==> src/rtl/ex_integrate_dump.sv <==
`default_nettype none
// ============================================================================
// ex_integrate_dump : signed integrate-and-dump decimator, rounding + saturation
// Revision: 1.0
// ============================================================================
module ex_integrate_dump #(
    parameter  int DATA_WIDTH = 32,
    parameter  int DEC_MAX    = 16,
    parameter  int OUT_SHIFT  = 4,
    localparam int CNT_W      = $clog2(DEC_MAX + 1),
    localparam int ACC_W      = DATA_WIDTH + $clog2(DEC_MAX)
) (
    input  logic                  clk,
    input  logic                  rst,
    input  logic                  clr,
    input  logic                  ce,
    input  logic [DATA_WIDTH-1:0] data_in,
    input  logic [CNT_W-1:0]      dec_len,
    output logic                  data_valid,
    output logic [DATA_WIDTH-1:0] data_out,
    output logic                  sat_flag
);

    localparam int SUM_W = ACC_W + 1;
    localparam logic signed [SUM_W-1:0] OUT_MAX =
        {{(SUM_W - DATA_WIDTH + 1){1'b0}}, {(DATA_WIDTH - 1){1'b1}}};
    localparam logic signed [SUM_W-1:0] OUT_MIN =
        {{(SUM_W - DATA_WIDTH + 1){1'b1}}, {(DATA_WIDTH - 1){1'b0}}};

    logic signed [ACC_W-1:0]      acc_q, acc_d;
    logic [CNT_W-1:0]             cnt_q, cnt_d;
    logic [CNT_W-1:0]             len_q, len_d;
    logic                         load_q;
    logic [DATA_WIDTH-1:0]        data_out_q, data_out_d;
    logic                         valid_q, valid_d;
    logic                         sat_q, sat_d;

    logic [CNT_W-1:0]             len_clamp;
    logic [CNT_W-1:0]             len_eff;
    logic                         last;
    logic signed [ACC_W-1:0]      sample_ext;
    logic signed [SUM_W-1:0]      sum;
    logic signed [SUM_W-1:0]      scaled;
    logic [DATA_WIDTH-1:0]        result;
    logic                         sat_hit;

    assign len_clamp = (dec_len == '0)                    ? CNT_W'(1) :
                       (dec_len > CNT_W'(DEC_MAX))         ? CNT_W'(DEC_MAX) :
                                                             dec_len;

    // Right after reset release the window length comes straight from dec_len.
    assign len_eff    = load_q ? len_clamp : len_q;
    assign last       = (cnt_q == len_eff - CNT_W'(1));
    assign sample_ext = {{(ACC_W - DATA_WIDTH){data_in[DATA_WIDTH-1]}}, data_in};
    assign sum        = {acc_q[ACC_W-1], acc_q} + {sample_ext[ACC_W-1], sample_ext};

    generate
        if (OUT_SHIFT > 0) begin : g_round
            localparam logic signed [SUM_W-1:0] RND = SUM_W'(1) << (OUT_SHIFT - 1);
            logic signed [SUM_W-1:0] biased;
            assign biased = sum + RND;
            assign scaled = biased >>> OUT_SHIFT;
        end else begin : g_no_round
            assign scaled = sum;
        end
    endgenerate

    always_comb begin
        sat_hit = 1'b0;
        result  = scaled[DATA_WIDTH-1:0];
        if (scaled > OUT_MAX) begin
            sat_hit = 1'b1;
            result  = OUT_MAX[DATA_WIDTH-1:0];
        end else if (scaled < OUT_MIN) begin
            sat_hit = 1'b1;
            result  = OUT_MIN[DATA_WIDTH-1:0];
        end
    end

    always_comb begin
        acc_d      = acc_q;
        cnt_d      = cnt_q;
        len_d      = len_eff;
        data_out_d = data_out_q;
        valid_d    = 1'b0;
        sat_d      = sat_q;
        if (clr) begin
            acc_d = '0;
            cnt_d = '0;
            len_d = len_clamp;
            sat_d = 1'b0;
        end else if (ce) begin
            if (last) begin
                acc_d      = '0;
                cnt_d      = '0;
                len_d      = len_clamp;
                data_out_d = result;
                valid_d    = 1'b1;
                if (sat_hit) begin
                    sat_d = 1'b1;
                end
            end else begin
                acc_d = acc_q + sample_ext;
                cnt_d = cnt_q + CNT_W'(1);
            end
        end
    end

    always_ff @(posedge clk or negedge rst) begin
        if (!rst) begin
            acc_q      <= '0;
            cnt_q      <= '0;
            len_q      <= CNT_W'(1);
            load_q     <= 1'b1;
            data_out_q <= '0;
            valid_q    <= 1'b0;
            sat_q      <= 1'b0;
        end else begin
            acc_q      <= acc_d;
            cnt_q      <= cnt_d;
            len_q      <= len_d;
            load_q     <= 1'b0;
            data_out_q <= data_out_d;
            valid_q    <= valid_d;
            sat_q      <= sat_d;
        end
    end

    assign data_valid = valid_q;
    assign data_out   = data_out_q;
    assign sat_flag   = sat_q;

endmodule
`default_nettype wire

==> config.mk <==
export PLATFORM = sky130hd
export DESIGN_NAME = ex_integrate_dump
export DESIGN_NICKNAME = d
export VERILOG_FILES = /design/src/rtl/ex_integrate_dump.sv
export SDC_FILE = /design/constraint.sdc
export NUM_CORES = 1
export LEC_CHECK = 0
export BUFFER_PORTS_ARGS = -buffer_cell sky130_fd_sc_hd__buf_2
export CORE_ASPECT_RATIO = 1.1
export CORE_MARGIN = 1.5
export CORE_UTILIZATION = 55
export CTS_CLUSTER_DIAMETER = 200
export DETAILED_ROUTE_END_ITERATION = 7
export MAX_ROUTING_LAYER = met4
export PLACE_DENSITY_LB_ADDON = 0.12
export SLEW_MARGIN = 20
export SYNTH_ARGS = -nofsm -noshare
export SYNTH_HDL_FRONTEND = slang
export SYNTH_SLANG_ARGS = --single-unit
==> constraint.sdc <==
create_clock -name clk -period 3.9 [get_ports clk]
set_input_delay 0.585 -clock clk [delete_from_list [all_inputs] [get_ports clk]]
set_output_delay 0.585 -clock clk [all_outputs]
set_load 0.1 [all_outputs]
==> qor.yml <==
detailed_routing:
  wl_um: 19700
  drc: 0
  drtIter0Drc: 427
  avgRoutedWirePerCell_um: 17.2
  drt_first_pass_iters: 5
  ant_nets: 0
  dr_total_vias: 6602
  routed_via_density: 5.78
worst_setup_path:
  worstPathRequired_ns: 4.14
  crit_family: "adder cells"
  slowest_stage: "a2111oi_4"
  crit_buf_inv: 1
  max_stage_delay_ns: 0.45
  critical_path.cell_chain: "ha_1 > inv_1 > fa_1 > nand3b_1 > a311oi_1 > nand2_1 > a2111oi_4 > o21ai_1 > nand3_1 > and3_1 > nor2_2 > maj3_1 > mux2_2"
  critical_path.max_fanout: 6
  path_class: "reg -> reg"
  critPathCaptureType: "flop"
  critPathLaunchType: "flop"
  cp.arrival_ns: 3.83
finish:
  final_util_pct: 64.2
  fin_nets: 1099
  diodes: 0
  area_growth_pct: 14.9
  fin_cells: 1143
  drive_gt1_share_pct: 19.3
yosys:
  synth_nets: 992
  muxShareOfSynthArea_pct: 1.14
  syn-cell-area_um2: 7680
  synth_xor_area_share_pct: 8.40
  yosysUniqueCellTypes: 83
  synth_flop_cell: "dfrtp_1"
  seq_area_frac_synth_pct: 26.4
  synth_compound_area_share_pct: 21.0
  synth_cells: 843
  yosys.area_share.simple_pct: 16.6
  postSynth.asyncResetShare_pct: 100
  syn_area_per_cell_um2: 9.11
  synthAdderAreaFrac_pct: 21.1
  synth_top_family_by_area: "adder cells"
  ys_ff_latch: 81
  yosysWarningCount: 0
  synth_edf_count: 0
die:
  fp.coreArea_um2: 13700
  fp.dieW_um: 116
  num_rows: 45
  num_io_pins: 75
  start_util_pct: 55.9
  fp.dieH_um: 127
  die_area_um2: 14700
timing:
  fin_crit_sh_pct: 92.2
  skew_ns: 0.0152
  setup_viol: 0
  rsz0062_at_grt: "false"
  slew_headroom_pct: 47.8
  tightest_slew_ns: 0.783
  period_needed_ns: 3.60
  tns_ns: 0
  final-max-slew-violation-count: 0
  finalHoldViolCount: 0
  max_clock_freq_mhz: 278
  timing.hold.ws_ns: 0.258
clock_tree:
  cts_tree: "built"
  clkLatencyLatePin_ns: 0.36
  numCtsBuffers: 9
  hold_buffers: 0
  cts-root-buf: "clkbuf_16"
  cts_max_path_buffers: 2
  cts_setup_buffers: 0
  htree_levels: 3
  cts.reportedPaths.clkPinSlew_ns: 0.07
  clock-sinks: 81
global_route:
  gr-usage-all-layers_pct: 28.9
  antenna_found_initial: 0
  grt_overflow: 0
  grt_pass1_wl_um: 32000
  first_global_vias: 6686
  grt_max_degree: 82
pwr:
  finalPower_mw: 5.58
  irDropWorstVdd_v: 0.000254
  p_per_area_nw_per_um2: 632
  leakage_nw: 4.18
placed_design:
  portBuffers: 74
  place.gp.congestion: 1.02
  numPlacedInstances: 1127
  place_hpwl_um: 15700
run:
  maxCapViolCount: 0
status:
  outcome: "complete, no violations"
min_path:
  min_path_type: "in -> async"
[report_power, final]
part	internal (mW)	switching, mW	total [mW]
Sequential	1.07	0.147	1.21
Combinational	0.992	2.40	3.40
Clock	0.581	0.387	0.968
[layout make-up]
type                            instances  area [um^2]
Timing Repair Buffer                  121          729
Inverter                               65          244
Clock inverter                          6         90.1
Sequential cell                        81         2030
Clock buffer                           10          239
Tap cell                              188          235
Fill cell                            1195         4910
Multi-Input combinational cell        672         5260
[sequential cells by signal, summed over array words and instances, names as in the netlist]
signal,count
len_q,5
data_out,32
data_valid,1
acc_q,36
sat_flag,1
cnt_q,5
load_q,1
[layer usage]
layer,vias to the layer above,wire length [um],global-route usage (%)
met5,-,0,-
met4,0,699,13.1
met3,46,925,3.54
met2,192,9270,46.3
met1,3163,8800,36.7
li1,3201,-,-
[kinds of logic after synthesis]
family | count (synthesis)
other | 1
AOI/OAI and AO/OA | 235
and+or+nand+nor | 246
adders and majority gates | 110
DFF | 81
buffers and inverters | 90
muxes | 8
xor gates and xnor gates | 72
[path summary, 6_finish.rpt]
kind	start	end	slack (ns)	depth (start not counted)
worst min-delay path	rst	acc_q[18]	0.26	1
min in group clk	data_out[14]	data_out[14]	0.49	2
worst min register to register	data_out[14]	data_out[14]	0.49	2
worst max register to register	acc_q[1]	data_out[15]	0.30	13
worst max-delay path	acc_q[1]	data_out[15]	0.30	13
max in group asynchronous	rst	acc_q[0]	3.07	1
[Yosys cell counts, types with 3 or more instances]
master	count	area, um^2
nor3_2	4	40.0
inv_1	63	236
a21o_1	16	120
o21bai_1	10	75.1
o21ai_1	5	25.0
clkbuf_1	11	41.3
or2_2	5	31.3
nand2b_1	12	75.1
dfrtp_1	79	1980
ha_1	75	938
xnor2_1	37	324
a211oi_2	3	37.5
o22ai_1	15	93.8
o31a_1	4	35.0
nor2_1	62	233
buf_6	7	78.8
a21oi_1	49	245
a41oi_1	4	35.0
o31ai_1	8	60.1
nand4_1	10	62.6
and3_1	11	68.8
mux2_2	3	33.8
a311oi_1	11	96.3
xor2_1	33	289
a22o_1	6	52.6
buf_2	5	25.0
o21ai_0	57	285
nand3_1	17	85.1
a211oi_1	8	60.1
nand2_1	74	278
fa_1	33	661
or3_1	3	18.8
mux2i_1	4	40.0
nand3b_1	8	60.1
a31oi_1	15	93.8
nor3_1	8	40.0
nor2b_1	10	62.6
[repair_timing]
item / CTS / global route
endpoints found under the setup margin: 0 / 1
endpoints found under the hold margin: 0 / 0
resized for setup: 0 / 1
[cells in the final DEF, fill, tap and decap left out, types with 12 or more instances in the layout]
cell / count
o22ai_1: 15
buf_2: 73
nor2_1: 62
o21ai_0: 57
fa_1: 33
xor2_1: 33
a31oi_1: 15
nand2b_1: 12
nand2_1: 74
xnor2_1: 37
nand3_1: 17
ha_1: 75
a21oi_1: 49
inv_1: 63
a21o_1: 16
dfrtp_1: 79
buf_4: 47
[per-stage QoR]
stage	setup WS, ns	cell area (um^2)
finish	0.304	8820
global route	0.0517	8820
CTS	0.321	8810
detailed placement	0.0159	8490
global placement	0.0820	8490
floorplan	0.354	7680
No activity file was read; power rests on OpenSTA's default activity.
